==> config.mk <==
export PLATFORM = sky130hd
export DESIGN_NAME = credit_tracker
export DESIGN_NICKNAME = d
export VERILOG_FILES = /design/src/rtl/vend_pkg.sv /design/src/rtl/change_selector.sv /design/src/rtl/credit_tracker.sv
export SDC_FILE = /design/constraint.sdc
export NUM_CORES = 1
export LEC_CHECK = 0
export ABC_AREA = 1
export CAP_MARGIN = 30
export CORE_ASPECT_RATIO = 0.7
export CORE_MARGIN = 4
export CORE_UTILIZATION = 30
export DETAILED_ROUTE_END_ITERATION = 6
export PLACE_DENSITY = 0.54
export SYNTH_ARGS = -nofsm -noshare
export SYNTH_HDL_FRONTEND = slang
export SYNTH_SLANG_ARGS = --single-unit
==> constraint.sdc <==
create_clock -name clk -period 3.4 [get_ports clk]
set_input_delay 0.68 -clock clk [delete_from_list [all_inputs] [get_ports clk]]
set_output_delay 0.68 -clock clk [all_outputs]
set_load 0.02 [all_outputs]
==> src/rtl/vend_pkg.sv <==
// Shared types and constants for the credit tracker:
// FSM state enum, coin denominations, default register width.
package vend_pkg;

    localparam int CREDIT_W_DEF = 8;

    localparam int DENOM_1  = 1;
    localparam int DENOM_5  = 5;
    localparam int DENOM_10 = 10;
    localparam int DENOM_20 = 20;

    typedef enum logic [2:0] {
        COLLECT,
        VEND,
        CHANGE,
        GAP,
        DONE
    } state_t;

    // Pulse vector order is {20, 10, 5, 1}
    function automatic int unsigned denom_sum(input logic [3:0] p);
        return (p[0] ? DENOM_1  : 0) +
               (p[1] ? DENOM_5  : 0) +
               (p[2] ? DENOM_10 : 0) +
               (p[3] ? DENOM_20 : 0);
    endfunction

endpackage

==> src/rtl/change_selector.sv <==
// Greedy change picker: largest denomination not above the credit.
// One-hot output order is {20, 10, 5, 1}; all zero when credit is 0.
module change_selector
    import vend_pkg::*;
#(
    parameter int W = CREDIT_W_DEF
) (
    input  logic [W-1:0] i_credit,
    output logic [3:0]   o_denom,
    output logic [W-1:0] o_value
);

    always_comb begin
        o_denom = '0;
        o_value = '0;
        if (i_credit >= W'(DENOM_20)) begin
            o_denom = 4'b1000;
            o_value = W'(DENOM_20);
        end else if (i_credit >= W'(DENOM_10)) begin
            o_denom = 4'b0100;
            o_value = W'(DENOM_10);
        end else if (i_credit >= W'(DENOM_5)) begin
            o_denom = 4'b0010;
            o_value = W'(DENOM_5);
        end else if (i_credit != '0) begin
            o_denom = 4'b0001;
            o_value = W'(DENOM_1);
        end
    end

endmodule

==> src/rtl/credit_tracker.sv <==
// Vending credit tracker: coin collection, price setup, vend and change.
// CREDIT_TRACKER_CHANGE_RETURN_EN enables greedy change return.
module credit_tracker
    import vend_pkg::*;
#(
    parameter int                  CREDIT_W   = CREDIT_W_DEF,
    parameter logic [CREDIT_W-1:0] PRICE_INIT = CREDIT_W'(25),
    parameter logic [CREDIT_W-1:0] MAX_CREDIT = CREDIT_W'(200)
) (
    input  logic                clk,
    input  logic                i_rst_n,
    input  logic                on_m_1,
    input  logic                on_m_5,
    input  logic                on_m_10,
    input  logic                on_m_20,
    input  logic                on_inc_1,
    input  logic                on_inc_5,
    input  logic                on_inc_10,
    input  logic                on_inc_20,
    input  logic                o_cancel,
    input  logic                buy_btn,
    output logic                enough_payment,
    output logic [CREDIT_W-1:0] credit,
    output logic [CREDIT_W-1:0] price,
    output logic                vend,
    output logic                chg_1,
    output logic                chg_5,
    output logic                chg_10,
    output logic                chg_20,
    output logic                busy,
    output logic                m_rst
);

    localparam int SW = CREDIT_W + 6;

`ifdef CREDIT_TRACKER_CHANGE_RETURN_EN
    localparam state_t REFUND_ST = CHANGE;
`else
    localparam state_t REFUND_ST = DONE;
`endif

    state_t              r_state;
    state_t              w_next;
    logic [CREDIT_W-1:0] r_credit;
    logic [CREDIT_W-1:0] r_price;
    logic                r_enough;
    logic [SW-1:0]       w_credit_sum;
    logic [SW-1:0]       w_price_sum;
    logic [CREDIT_W-1:0] w_credit_add;
    logic [CREDIT_W-1:0] w_price_add;
    logic                w_buy;

    assign w_credit_sum = SW'(r_credit) +
        SW'(denom_sum({on_m_20, on_m_10, on_m_5, on_m_1}));
    assign w_price_sum = SW'(r_price) +
        SW'(denom_sum({on_inc_20, on_inc_10, on_inc_5, on_inc_1}));

    assign w_credit_add = (w_credit_sum > SW'(MAX_CREDIT)) ?
        MAX_CREDIT : w_credit_sum[CREDIT_W-1:0];
    assign w_price_add = (w_price_sum > SW'({CREDIT_W{1'b1}})) ?
        '1 : w_price_sum[CREDIT_W-1:0];

    assign w_buy = buy_btn && r_enough;

`ifdef CREDIT_TRACKER_CHANGE_RETURN_EN
    logic [3:0]          w_chg_denom;
    logic [CREDIT_W-1:0] w_chg_value;

    change_selector #(
        .W (CREDIT_W)
    ) u_sel (
        .i_credit (r_credit),
        .o_denom  (w_chg_denom),
        .o_value  (w_chg_value)
    );
`endif

    always_ff @(posedge clk) begin
        if (!i_rst_n) begin
            r_state <= COLLECT;
        end else begin
            r_state <= w_next;
        end
    end

    always_comb begin
        w_next = r_state;
        unique case (r_state)
            COLLECT: begin
                if (o_cancel) begin
                    w_next = REFUND_ST;
                end else if (w_buy) begin
                    w_next = VEND;
                end
            end
            VEND:    w_next = REFUND_ST;
            CHANGE:  w_next = (r_credit != '0) ? GAP : DONE;
            GAP:     w_next = CHANGE;
            DONE:    w_next = COLLECT;
            default: w_next = COLLECT;
        endcase
    end

    // Enough flag lags the credit/price registers by one cycle
    always_ff @(posedge clk) begin
        if (!i_rst_n) begin
            r_credit <= '0;
            r_price  <= PRICE_INIT;
            r_enough <= 1'b0;
        end else begin
            r_enough <= (r_state != DONE) &&
                        (r_credit >= r_price) && (r_price != '0);
            unique case (r_state)
                COLLECT: begin
`ifdef CREDIT_TRACKER_CHANGE_RETURN_EN
                    r_credit <= w_credit_add;
`else
                    r_credit <= o_cancel ? '0 : w_credit_add;
`endif
                    if (r_credit == '0) begin
                        r_price <= w_price_add;
                    end
                end
                VEND: begin
`ifdef CREDIT_TRACKER_CHANGE_RETURN_EN
                    r_credit <= r_credit - r_price;
`else
                    r_credit <= '0;
`endif
                end
`ifdef CREDIT_TRACKER_CHANGE_RETURN_EN
                CHANGE: r_credit <= r_credit - w_chg_value;
`endif
                default: ;
            endcase
        end
    end

    always_comb begin
        vend   = 1'b0;
        chg_1  = 1'b0;
        chg_5  = 1'b0;
        chg_10 = 1'b0;
        chg_20 = 1'b0;
        m_rst  = 1'b0;
        busy   = (r_state != COLLECT);
        unique case (r_state)
            VEND: vend = 1'b1;
`ifdef CREDIT_TRACKER_CHANGE_RETURN_EN
            CHANGE: {chg_20, chg_10, chg_5, chg_1} = w_chg_denom;
`endif
            DONE:    m_rst = 1'b1;
            default: ;
        endcase
    end

    assign enough_payment = r_enough;
    assign credit         = r_credit;
    assign price          = r_price;

endmodule

==> run_summary.xml <==
<?xml version="1.0" encoding="UTF-8"?>
<metrics>
  <group name="run_status">
    <metric name="run_status" unit="">finished clean</metric>
  </group>
  <group name="worst_setup_path">
    <metric name="critical_path.slowest_cell" unit="">fa_1</metric>
    <metric name="worst-endpoint-required" unit="ns">3.58</metric>
    <metric name="critPathTopFamily" unit="">adder cells</metric>
    <metric name="worstPathArrival" unit="ns">3.21</metric>
    <metric name="worst_setup_path_end_kind" unit="">flip-flop</metric>
    <metric name="path_class" unit="">in2reg</metric>
    <metric name="crit_path_max_fanout" unit="">7</metric>
    <metric name="timing.critical_path.from_type" unit="">primary input</metric>
    <metric name="cell_breakdown_of_the_critical_path" unit="">clkdlybuf4s50_1, inv_1, fa_1, inv_1, fa_1, nand2_1, nand3_2, nand3_2, nand3_1, nand2_1, nand3_2, nand3_1, nand2_1, a21oi_1</metric>
    <metric name="critical_path.n_buffers_inverters" unit="">3</metric>
    <metric name="slowest_delay" unit="ns">0.53</metric>
  </group>
  <group name="sta">
    <metric name="timing.final.setup_violations" unit="">0</metric>
    <metric name="share_of_the_clock_period_used_by_the_worst_path" unit="%">88.9</metric>
    <metric name="slew_violations" unit="">0</metric>
    <metric name="grt_setup_unrepaired" unit="">false</metric>
    <metric name="clock_skew" unit="ns">0.00791</metric>
    <metric name="max_freq" unit="MHz">331</metric>
    <metric name="setup_total_negative_slack" unit="ns">0</metric>
    <metric name="period_needed" unit="ns">3.02</metric>
    <metric name="hold_viol_final" unit="">0</metric>
    <metric name="timing_worst_slew_pin_value" unit="ns">0.522</metric>
    <metric name="hold-worst-slack" unit="ns">0.537</metric>
    <metric name="post-route-worst-setup-slack" unit="ns">0.376</metric>
    <metric name="maxSlewHeadroom" unit="%">65.1</metric>
  </group>
  <group name="route">
    <metric name="drtAntennaViolNets" unit="">0</metric>
    <metric name="post-route-drc-count" unit="">0</metric>
    <metric name="detail_route.iter0.violations" unit="">124</metric>
    <metric name="viasPerCell" unit="">4.65</metric>
    <metric name="total_number_of_vias" unit="">1614</metric>
    <metric name="detailedRoute.firstPassIterationCount" unit="">4</metric>
    <metric name="overall_routed_net_length" unit="um">4300</metric>
    <metric name="avgRoutedWirePerCell" unit="um">12.4</metric>
  </group>
  <group name="global_routing">
    <metric name="antenna_found_initial" unit="">0</metric>
    <metric name="aggregate_global_route_resource_usage" unit="%">12.5</metric>
    <metric name="grt_max_degree" unit="">16</metric>
    <metric name="grt_pass1_vias" unit="">1480</metric>
    <metric name="grt_first_pass_wirelength" unit="um">7320</metric>
    <metric name="gr-total-overflow" unit="">0</metric>
  </group>
  <group name="logic_synthesis">
    <metric name="synthCells" unit="">242</metric>
    <metric name="ys_ff_latch" unit="">20</metric>
    <metric name="mappedNetlistArea" unit="um2">1740</metric>
    <metric name="synth_seq_area_share" unit="%">23.0</metric>
    <metric name="synth-warning-count" unit="">0</metric>
    <metric name="synth_cell_types" unit="">31</metric>
    <metric name="synth_area_leaders" unit="">dfxtp_1 (23%), ha_1 (17%), nand2_1 (9.9%), inv_1 (8.4%), a21oi_1 (6.9%)</metric>
    <metric name="synth_largest_area_cell" unit="">dfxtp_1</metric>
    <metric name="synth_largest_type_area_fraction" unit="%">23.0</metric>
    <metric name="postSynthAreaPerCell" unit="um2">7.18</metric>
  </group>
  <group name="clocking">
    <metric name="clock_sink_count" unit="">20</metric>
    <metric name="worst_setup_hold_path_clk_slew" unit="ns">0.07</metric>
    <metric name="cts-resized-gates" unit="">0</metric>
    <metric name="cts-root-buf" unit="">clkbuf_8</metric>
    <metric name="cts_tree" unit="">built</metric>
    <metric name="max_root_sink_buffers" unit="">2</metric>
    <metric name="post_cts.repair.setup_buffers" unit="">0</metric>
    <metric name="ctsHoldBuffers" unit="">0</metric>
    <metric name="cts_inserted_buffers" unit="">3</metric>
    <metric name="worstSkewPairLatency" unit="ns">0.26</metric>
    <metric name="cts_htree_levels" unit="">1</metric>
  </group>
  <group name="power">
    <metric name="ir_drop" unit="uV">222</metric>
    <metric name="cellPowerDensity" unit="nW/um2">542</metric>
    <metric name="share_seq_of_total_power" unit="%">28.3</metric>
    <metric name="power.share.clock" unit="%">15.6</metric>
    <metric name="pwr-share-comb" unit="%">56.1</metric>
    <metric name="intPower" unit="mW">0.658</metric>
    <metric name="p_leak" unit="nW">1.05</metric>
    <metric name="design_power_total" unit="mW">1.18</metric>
    <metric name="netSwitchingFraction" unit="%">44.1</metric>
    <metric name="power.switching" unit="mW">0.519</metric>
  </group>
  <group name="place">
    <metric name="place_inst" unit="">343</metric>
    <metric name="dp_slack" unit="ns">0.105</metric>
    <metric name="dp_hpwl" unit="um">3600</metric>
    <metric name="globalplace.congestion" unit="">0.771</metric>
    <metric name="io_buffers" unit="">31</metric>
  </group>
  <group name="die">
    <metric name="rows" unit="">22</metric>
    <metric name="start_util" unit="%">32.0</metric>
    <metric name="pin_count" unit="">36</metric>
    <metric name="die_h" unit="um">71.7</metric>
    <metric name="die-area" unit="um2">7090</metric>
    <metric name="chipWidth" unit="um">99.0</metric>
    <metric name="core_area" unit="um2">5420</metric>
  </group>
  <group name="cells_and_area">
    <metric name="syn_to_final_growth" unit="%">24.9</metric>
    <metric name="nets" unit="">318</metric>
    <metric name="stdcell_count" unit="">347</metric>
    <metric name="fill_cells" unit="">569</metric>
    <metric name="drive_gt1_share" unit="%">4.73</metric>
    <metric name="diodes" unit="">0</metric>
  </group>
  <group name="min_path">
    <metric name="min_delay_worst_type" unit="">reg2reg</metric>
  </group>
  <group name="run">
    <metric name="maximum_capacitance_violations" unit="">0</metric>
  </group>
</metrics>
[cell type report]
cell class	count	area, um2	area share [%]
sequential	20	400	18.4
inverter	42	158	7.26
tap	72	90.1	4.15
multi-input combinational	178	1160	53.3
timing repair buffer	31	310	14.3
clock buffer	4	55.1	2.54
[Yosys cell counts (all sizes together)]
cell type  instances
a2111oi            1
a211oi             4
a21oi             24
a221oi             1
a31oi              1
buf                4
clkbuf             1
conb               1
dfxtp             20
fa                 6
ha                24
inv               42
nand2             47
nand3             25
nand4              5
nor2              19
nor3               3
nor4               2
o2111ai            1
o21a               1
o21ai              4
o22ai              2
o31ai              1
or2                1
xnor2              1
xor2               1
[per-stage QoR]
| step | instance area, um2 | util, % |
|---|---|---|
| 6_report | 2170 | 40.0 |
| 5_1_grt | 2170 | 40.0 |
| 4_1_cts | 2170 | 40.0 |
| 3_5_place_dp | 2120 | 39.0 |
| 3_3_place_gp | 2120 | 39.0 |
| 2_1_floorplan | 1750 | - |
[tightest hold or removal path, stage by stage, from the launching register on]
cell	delay [ns]
dfxtp_1	0.35
inv_1	0.08
a211oi_1	0.06
[metal layers]
layer,GRT usage (%),wire length (um)
met4,0.909,0
met5,0,0
met1,21.1,2490
met2,15.5,1510
met3,3.40,292
[logic make-up (layout without fill, tap and decap cells)]
kind of cell	count (synthesis)	after routing	share of synthesized area [%]
other cells	1	4	0.216
buf+inv	47	77	11.0
xor+xnor	2	2	1.01
simple gates	102	102	27.3
flops	20	20	23.0
fa+ha+maj	30	30	24.2
compound gates	40	40	13.2
[state kept, by name (all words and copies together) (netlist names)]
signal	flops
credit	8
enough_payment	1
price	8
r_state	3
[path summary, 6_finish.rpt]
check                           slack [ns]              startpoint                      to  cells after the start
worst max-delay path                  0.38                  on_m_5  credit[3]$_SDFFE_PN0P_                     14
worst min-delay path                  0.54   price[1]$_SDFFE_PN0P_   price[1]$_SDFFE_PN0P_                      2
worst max register to register        0.92  credit[2]$_SDFFE_PN0P_  credit[3]$_SDFFE_PN0P_                     13
worst min register to register        0.54   price[1]$_SDFFE_PN0P_   price[1]$_SDFFE_PN0P_                      2
[cells in the final DEF, fill, tap and decap left out, types with 2 or more instances in the layout]
cell type        synthesis  final
o22ai_1                  2      2
o21ai_0                  4      4
nand3_1                 22     22
nor3_1                   2      2
clkbuf_8                 0      4
inv_1                   39     39
dfxtp_1                 20     20
ha_1                    24     24
nor4_1                   2      2
nand4_1                  5      5
nor2_1                  18     18
a211oi_1                 4      4
a21oi_1                 24     24
nand2_1                 46     46
conb_1                   1      4
clkdlybuf4s50_1          0     31
fa_1                     6      6
inv_2                    3      3
nand3_2                  3      3
[power by group through the flow]
| stage | Combinational, mW | Clock [mW] | Sequential [mW] |
|---|---|---|---|
| 3_3_place_gp | 0.658 | 0 | 0.340 |
| 3_5_place_dp | 0.662 | 0 | 0.339 |
| 6_report | 0.661 | 0.184 | 0.333 |
| 2_1_floorplan | 0.418 | 0 | 0.372 |
| 5_1_grt | 0.759 | 0.203 | 0.341 |
| 4_1_cts | 0.665 | 0.189 | 0.334 |
Power figures use the tool's default switching activity.
==> RTL edit 1 (same settings) <==
Set the package constant `CREDIT_W_DEF` to 9 (it was 8).
--- a/src/rtl/vend_pkg.sv
+++ b/src/rtl/vend_pkg.sv
@@ -4,3 +4,3 @@
 
-    localparam int CREDIT_W_DEF = 8;
+    localparam int CREDIT_W_DEF = 9;
 
Interface: changed (resized credit and price); port bits go from 36 to 38. No check against the original RTL was run, so the function may have changed too.
==> RTL edit 1 against the unedited design <==
  * Final cell count increased by 11%
  * Cell area increased by 11%
  * Clock power decreased by 9.8%
  * Critical path depth decreased by 2
  * Routed wire length increased by 11%
  * Register-to-register slack improved by 20 ps
  * Largest cell class unchanged
  * Non-clock buffer count increased by 2
  * Combinational power increased by 3.5%
  * Power increased by 2.3%
  * Largest power group unchanged
  * Area after synthesis increased by 14%
  * Setup slack improved by 49 ps
  * Sequential cell count increased by 2
==> RTL edit 1: results (changes against the unedited design) <==
metric,value,unit,change
worst r2r src,credit[2],,
multiplexer share of the synthesized area,0,,unchanged
CTS resizes,0,,unchanged
Clock power frac,0.138,,-0.018
Most used DFF post-synth,dfxtp_1,,
Clock Pin Slew Worst Setup and Hold Paths,80,ps,
top cell family by delay on the critical path,adder cells,,
crit path DAT,3160,ps,-50 ps
setup violators final,0,,unchanged
antenna fix cells,0,,unchanged
post-DP HPWL,3.889,mm,+8.0%
fraction of layout instances using a drive strength above 1,0.06515,,+0.01787
Leak,1.131,nW,+7.8%
Vias,1792,,+11%
Clock Skew,8.985,ps,+1.070 ps
largest net degree at the start of global routing,20,,+4
cts bufs inserted,3,,unchanged
HP Class,flop to flop,,
run status,"finished, final reports clean",,
sequential area share after synthesis,0.2231,,-0.007314
slowest cell delay on critical path,520,ps,
Worst R2R Setup Slack,940,ps,+20 ps
"Slowest-stage cell, CP",fa_1,,
Achievable Freq,0.3362,GHz,+1.7%
initial antenna violation count,0,,unchanged
Critical path origin,on_m_5,,
async set or reset register ratio after synthesis,0,,unchanged
GRT Total Usage,0.1283,,+0.003185
Worst Reg-to-Reg Cells,11,,-2
NumNets Final,352,,+11%
top post-synthesis cells by count,"nand2_1 (62), inv_1 (43), ha_1 (25), nand3_1 (24), dfxtp_1 (22)",,
synth top area cells,"dfxtp_1 (22%), ha_1 (16%), nand2_1 (12%)",,
setup bufs post-CTS,0,,unchanged
Fill cells,683,,+20%
Cell variety after synth,41,,+32%
clk_lat worst skew,270,ps,
r2r endpoint,credit[2],,
adder and majority gate portion of the synthesized area,0.2193,,-0.02264
post-synthesis compound-gate area fraction,0.1160,,-0.01650
H-tree depth,1,,unchanged
Syn. warnings,0,,unchanged
1st-iter DRT viols,93,,-25%
xor-xnor portion of the synthesized cell area,0.008872,,-0.001207
GPL Wtd Cong,0.7916,,+2.6%
measured slew at the worst slew-check pin,583.5,ps,+61.29 ps
vias in the first global route,1707,,+15%
I/O Buffers,33,,+6.5%
Peak VDD IR,0.2011,mV,-9.4%
final WL,4.761,mm,+11%
Root Buffer,clkbuf_8,,
CP max FO,6,,-1
Pre-antenna DRT Iters,4,,unchanged
Gate power share,0.568,,+0.007
switching part of the total,0.4467,,+0.006012
Clock Tree Buf Depth,2,,unchanged
first-pass GRT wire length,8.273,mm,+13%
RTL edit 1: layer usage:
metal  vias to the layer above  global-route usage  part of all wire
li1                        963                   -                 -
met1                       780              0.1969              0.58
met2                        45              0.1791              0.36
met3                         4             0.03302             0.060
met4                         0             0.02329            0.0059
met5                         -                   0                 0
RTL edit 1: worst register-to-register path: stages (launching register included):
cell     delay (ps)
dfxtp_1         420
inv_1            80
fa_1            480
fa_1            470
inv_1           110
nand2_1          70
and2_1          150
o31ai_1          70
nand3_1         150
nand3_4         140
nand4_1         100
a21oi_1         140
RTL edit 1: final cells by class:
cell class	instances	area, µm²	area share
Clock buffer	3	41.29	0.01713
Inverter	48	180.2	0.07473
Multi-Input combinational cell	201	1321	0.5480
Timing Repair Buffer	33	330.3	0.1370
Tap cell	78	97.59	0.04048
Sequential cell	22	440.4	0.1827
RTL edit 1: through the flow:
step                      hold slack, ps  setup WS [ps]  std cells  cell area (µm²)  total power [mW]
final                              532.5          425.4        385             2411             1.204
after global routing               561.4          241.4        385             2411             1.326
after CTS                          540.2          410.1        385             2411             1.215
after detailed placement           525.5          123.5        382             2370             1.044
after global placement             518.7          188.3        382             2370             1.040
after floorplan                    470.1          843.0        276             1986            0.8356
RTL edit 1: cells by family after synthesis:
family | after synthesis
AND/OR/NAND/NOR | 126
buffers and inverters | 53
AO/OA/AOI/OAI | 38
adder cells (fa/ha/maj) | 31
flip-flops | 22
XOR/XNOR | 2
other | 1
RTL edit 1: how the worst min path moves through the flow:
stage / depth (start not counted) / end / startpoint
floorplan: 1 / r_state[1] / r_state[2]
global placement: 1 / r_state[1] / r_state[2]
detailed placement: 2 / credit[2] / credit[2]
CTS: 1 / r_state[1] / r_state[2]
global route: 1 / r_state[1] / r_state[2]
finish: 1 / r_state[1] / r_state[2]
==> RTL edit 2 (same settings) <==
Made on the original files. Re-encode `state_t` (5 states) as Gray code, 3 bits wide.
--- a/src/rtl/vend_pkg.sv
+++ b/src/rtl/vend_pkg.sv
@@ -12,7 +12,7 @@
     typedef enum logic [2:0] {
-        COLLECT,
-        VEND,
-        CHANGE,
-        GAP,
-        DONE
+        COLLECT = 3'b000,
+        VEND    = 3'b001,
+        CHANGE  = 3'b011,
+        GAP     = 3'b010,
+        DONE    = 3'b110
     } state_t;
Check against the original RTL: no difference found for any inputs over 10 cycles, from zero or initial values and one cycle with i_rst_n low; not proved beyond that.
==> RTL edit 2 against the unedited design <==
  * Power shrank 3.3%
  * Sequential cell count is the same
  * Cell area grew 1.8%
  * Routed wire length grew 1.5%
  * Critical path depth is the same
  * Via count grew 2.8%
  * Area after synthesis grew 2.0%
  * Setup slack gained 5.0 ps
  * Clock skew shrank 4.3 ps
  * Critical path type unchanged
==> RTL edit 2: results (changes against the unedited design) <==
metric,value,unit,change
1st-iter DRT viols,94,,-24%
post-synthesis compound-gate area fraction,0.1228,,-0.009675
fraction of layout instances using a drive strength above 1,0.09455,,+0.04727
largest net degree at the start of global routing,16,,unchanged
GPL Wtd Cong,0.9113,,+18%
Vias,1659,,+2.8%
Clock Pin Slew Worst Setup and Hold Paths,80,ps,
top post-synthesis cells by count,"nand2_1 (41), inv_1 (33), a21oi_1 (24), ha_1 (24), dfxtp_1 (20)",,
Critical path origin,on_m_5,,
I/O Buffers,31,,unchanged
Worst Hold Launch,enough_payment,,
Clock Skew,3.581,ps,-4.333 ps
CP max FO,7,,unchanged
H-tree depth,1,,unchanged
Gate power share,0.552,,-0.009
synth top area cells,"dfxtp_1 (23%), ha_1 (17%), nand2_1 (8.7%)",,
top-count cell post-synth,nand2_1,,
initial antenna violation count,0,,unchanged
NumNets Final,318,,unchanged
NetSw,0.4976,mW,-4.1%
first-pass GRT wire length,7.355,mm,+0.48%
cts bufs inserted,3,,unchanged
setup bufs post-CTS,0,,unchanged
slew margin rel.,0.6439,,-0.007503
worst r2r src,credit[2],,
Most used DFF post-synth,dfxtp_1,,
number of routed nets with antenna violations,0,,unchanged
antenna fix cells,0,,unchanged
vias in the first global route,1417,,-4.3%
post-DP HPWL,3.695,mm,+2.7%
clk_lat worst skew,260,ps,about the same
Peak VDD IR,0.1512,mV,-32%
Fill cells,613,,+7.7%
xor-xnor portion of the synthesized cell area,0.009880,,-0.0001992
Pre-antenna DRT Iters,4,,unchanged
crit path DAT,3210,ps,about the same
HP Class,flop to flop,,
adder and majority gate portion of the synthesized area,0.2371,,-0.004780
async set or reset register ratio after synthesis,0,,unchanged
Syn. warnings,0,,unchanged
Cell variety after synth,34,,+9.7%
run status,"finished, final reports clean",,
multiplexer share of the synthesized area,0,,unchanged
GRT Total Usage,0.1258,,+0.0006865
switching part of the total,0.4370,,-0.003668
final WL,4.358,mm,+1.5%
Clock Tree Buf Depth,2,,unchanged
Leak,1.023,nW,-2.5%
CTS resizes,0,,unchanged
sequential area share after synthesis,0.2258,,-0.004552
Root Buffer,clkbuf_8,,
clock group total power,0.182,mW,
RTL edit 2: cell types whose count changed after synthesis, moves of 4 or more:
cell and delta:
inv_1 -6, nand2_1 -5, nand2_2 +5, nor3_1 +4
RTL edit 2: metal layers:
| layer | part of all wire | vias up | global-route usage |
|---|---|---|---|
| li1 | - | 870 | - |
| met1 | 0.55 | 736 | 0.2091 |
| met2 | 0.37 | 51 | 0.1611 |
| met3 | 0.073 | 2 | 0.03074 |
| met4 | 0.0023 | 0 | 0.01364 |
| met5 | 0 | - | 0 |
RTL edit 2: worst paths after layout:
| check | to | slack, ps | cells after the start |
|---|---|---|---|
| max | credit[6] | 380 | 14 |
| min | r_state[0] | 500 | 2 |
| max reg2reg | credit[6] | 930 | 13 |
| min reg2reg | r_state[0] | 500 | 2 |
RTL edit 2: worst max-delay path, cell delays in order:
cell and delay [ps]:
clkdlybuf4s50_1 500, inv_1 70, fa_1 540, inv_1 70, fa_1 480, nand2_2 110, clkinv_1 50, nor2_1 130
o31ai_1 110, nand3_2 100, nand3_4 110, nand3_1 90, nand2_1 70, a21oi_2 100
RTL edit 2: through the flow:
stage / utilization / hold WS, ps / setup WS, ps / std cells / cell area (µm²)
final: 0.3858 / 499.2 / 381.0 / 350 / 2210
after global routing: 0.3858 / 518.8 / 207.8 / 350 / 2210
after detailed placement: 0.3762 / 481.5 / 100.8 / 346 / 2155
after global placement: 0.3762 / 485.5 / 154.7 / 346 / 2155
after CTS: 0.3858 / 503.6 / 373.6 / 350 / 2210
after floorplan: - / 471.1 / 807.2 / 245 / 1784
RTL edit 2: cell type report:
cell class,count,share of cell area
Multi-Input combinational cell,179,0.5413
Sequential cell,20,0.1812
Timing Repair Buffer,31,0.1404
Inverter,41,0.06965
Tap cell,75,0.04247
Clock buffer,4,0.02492
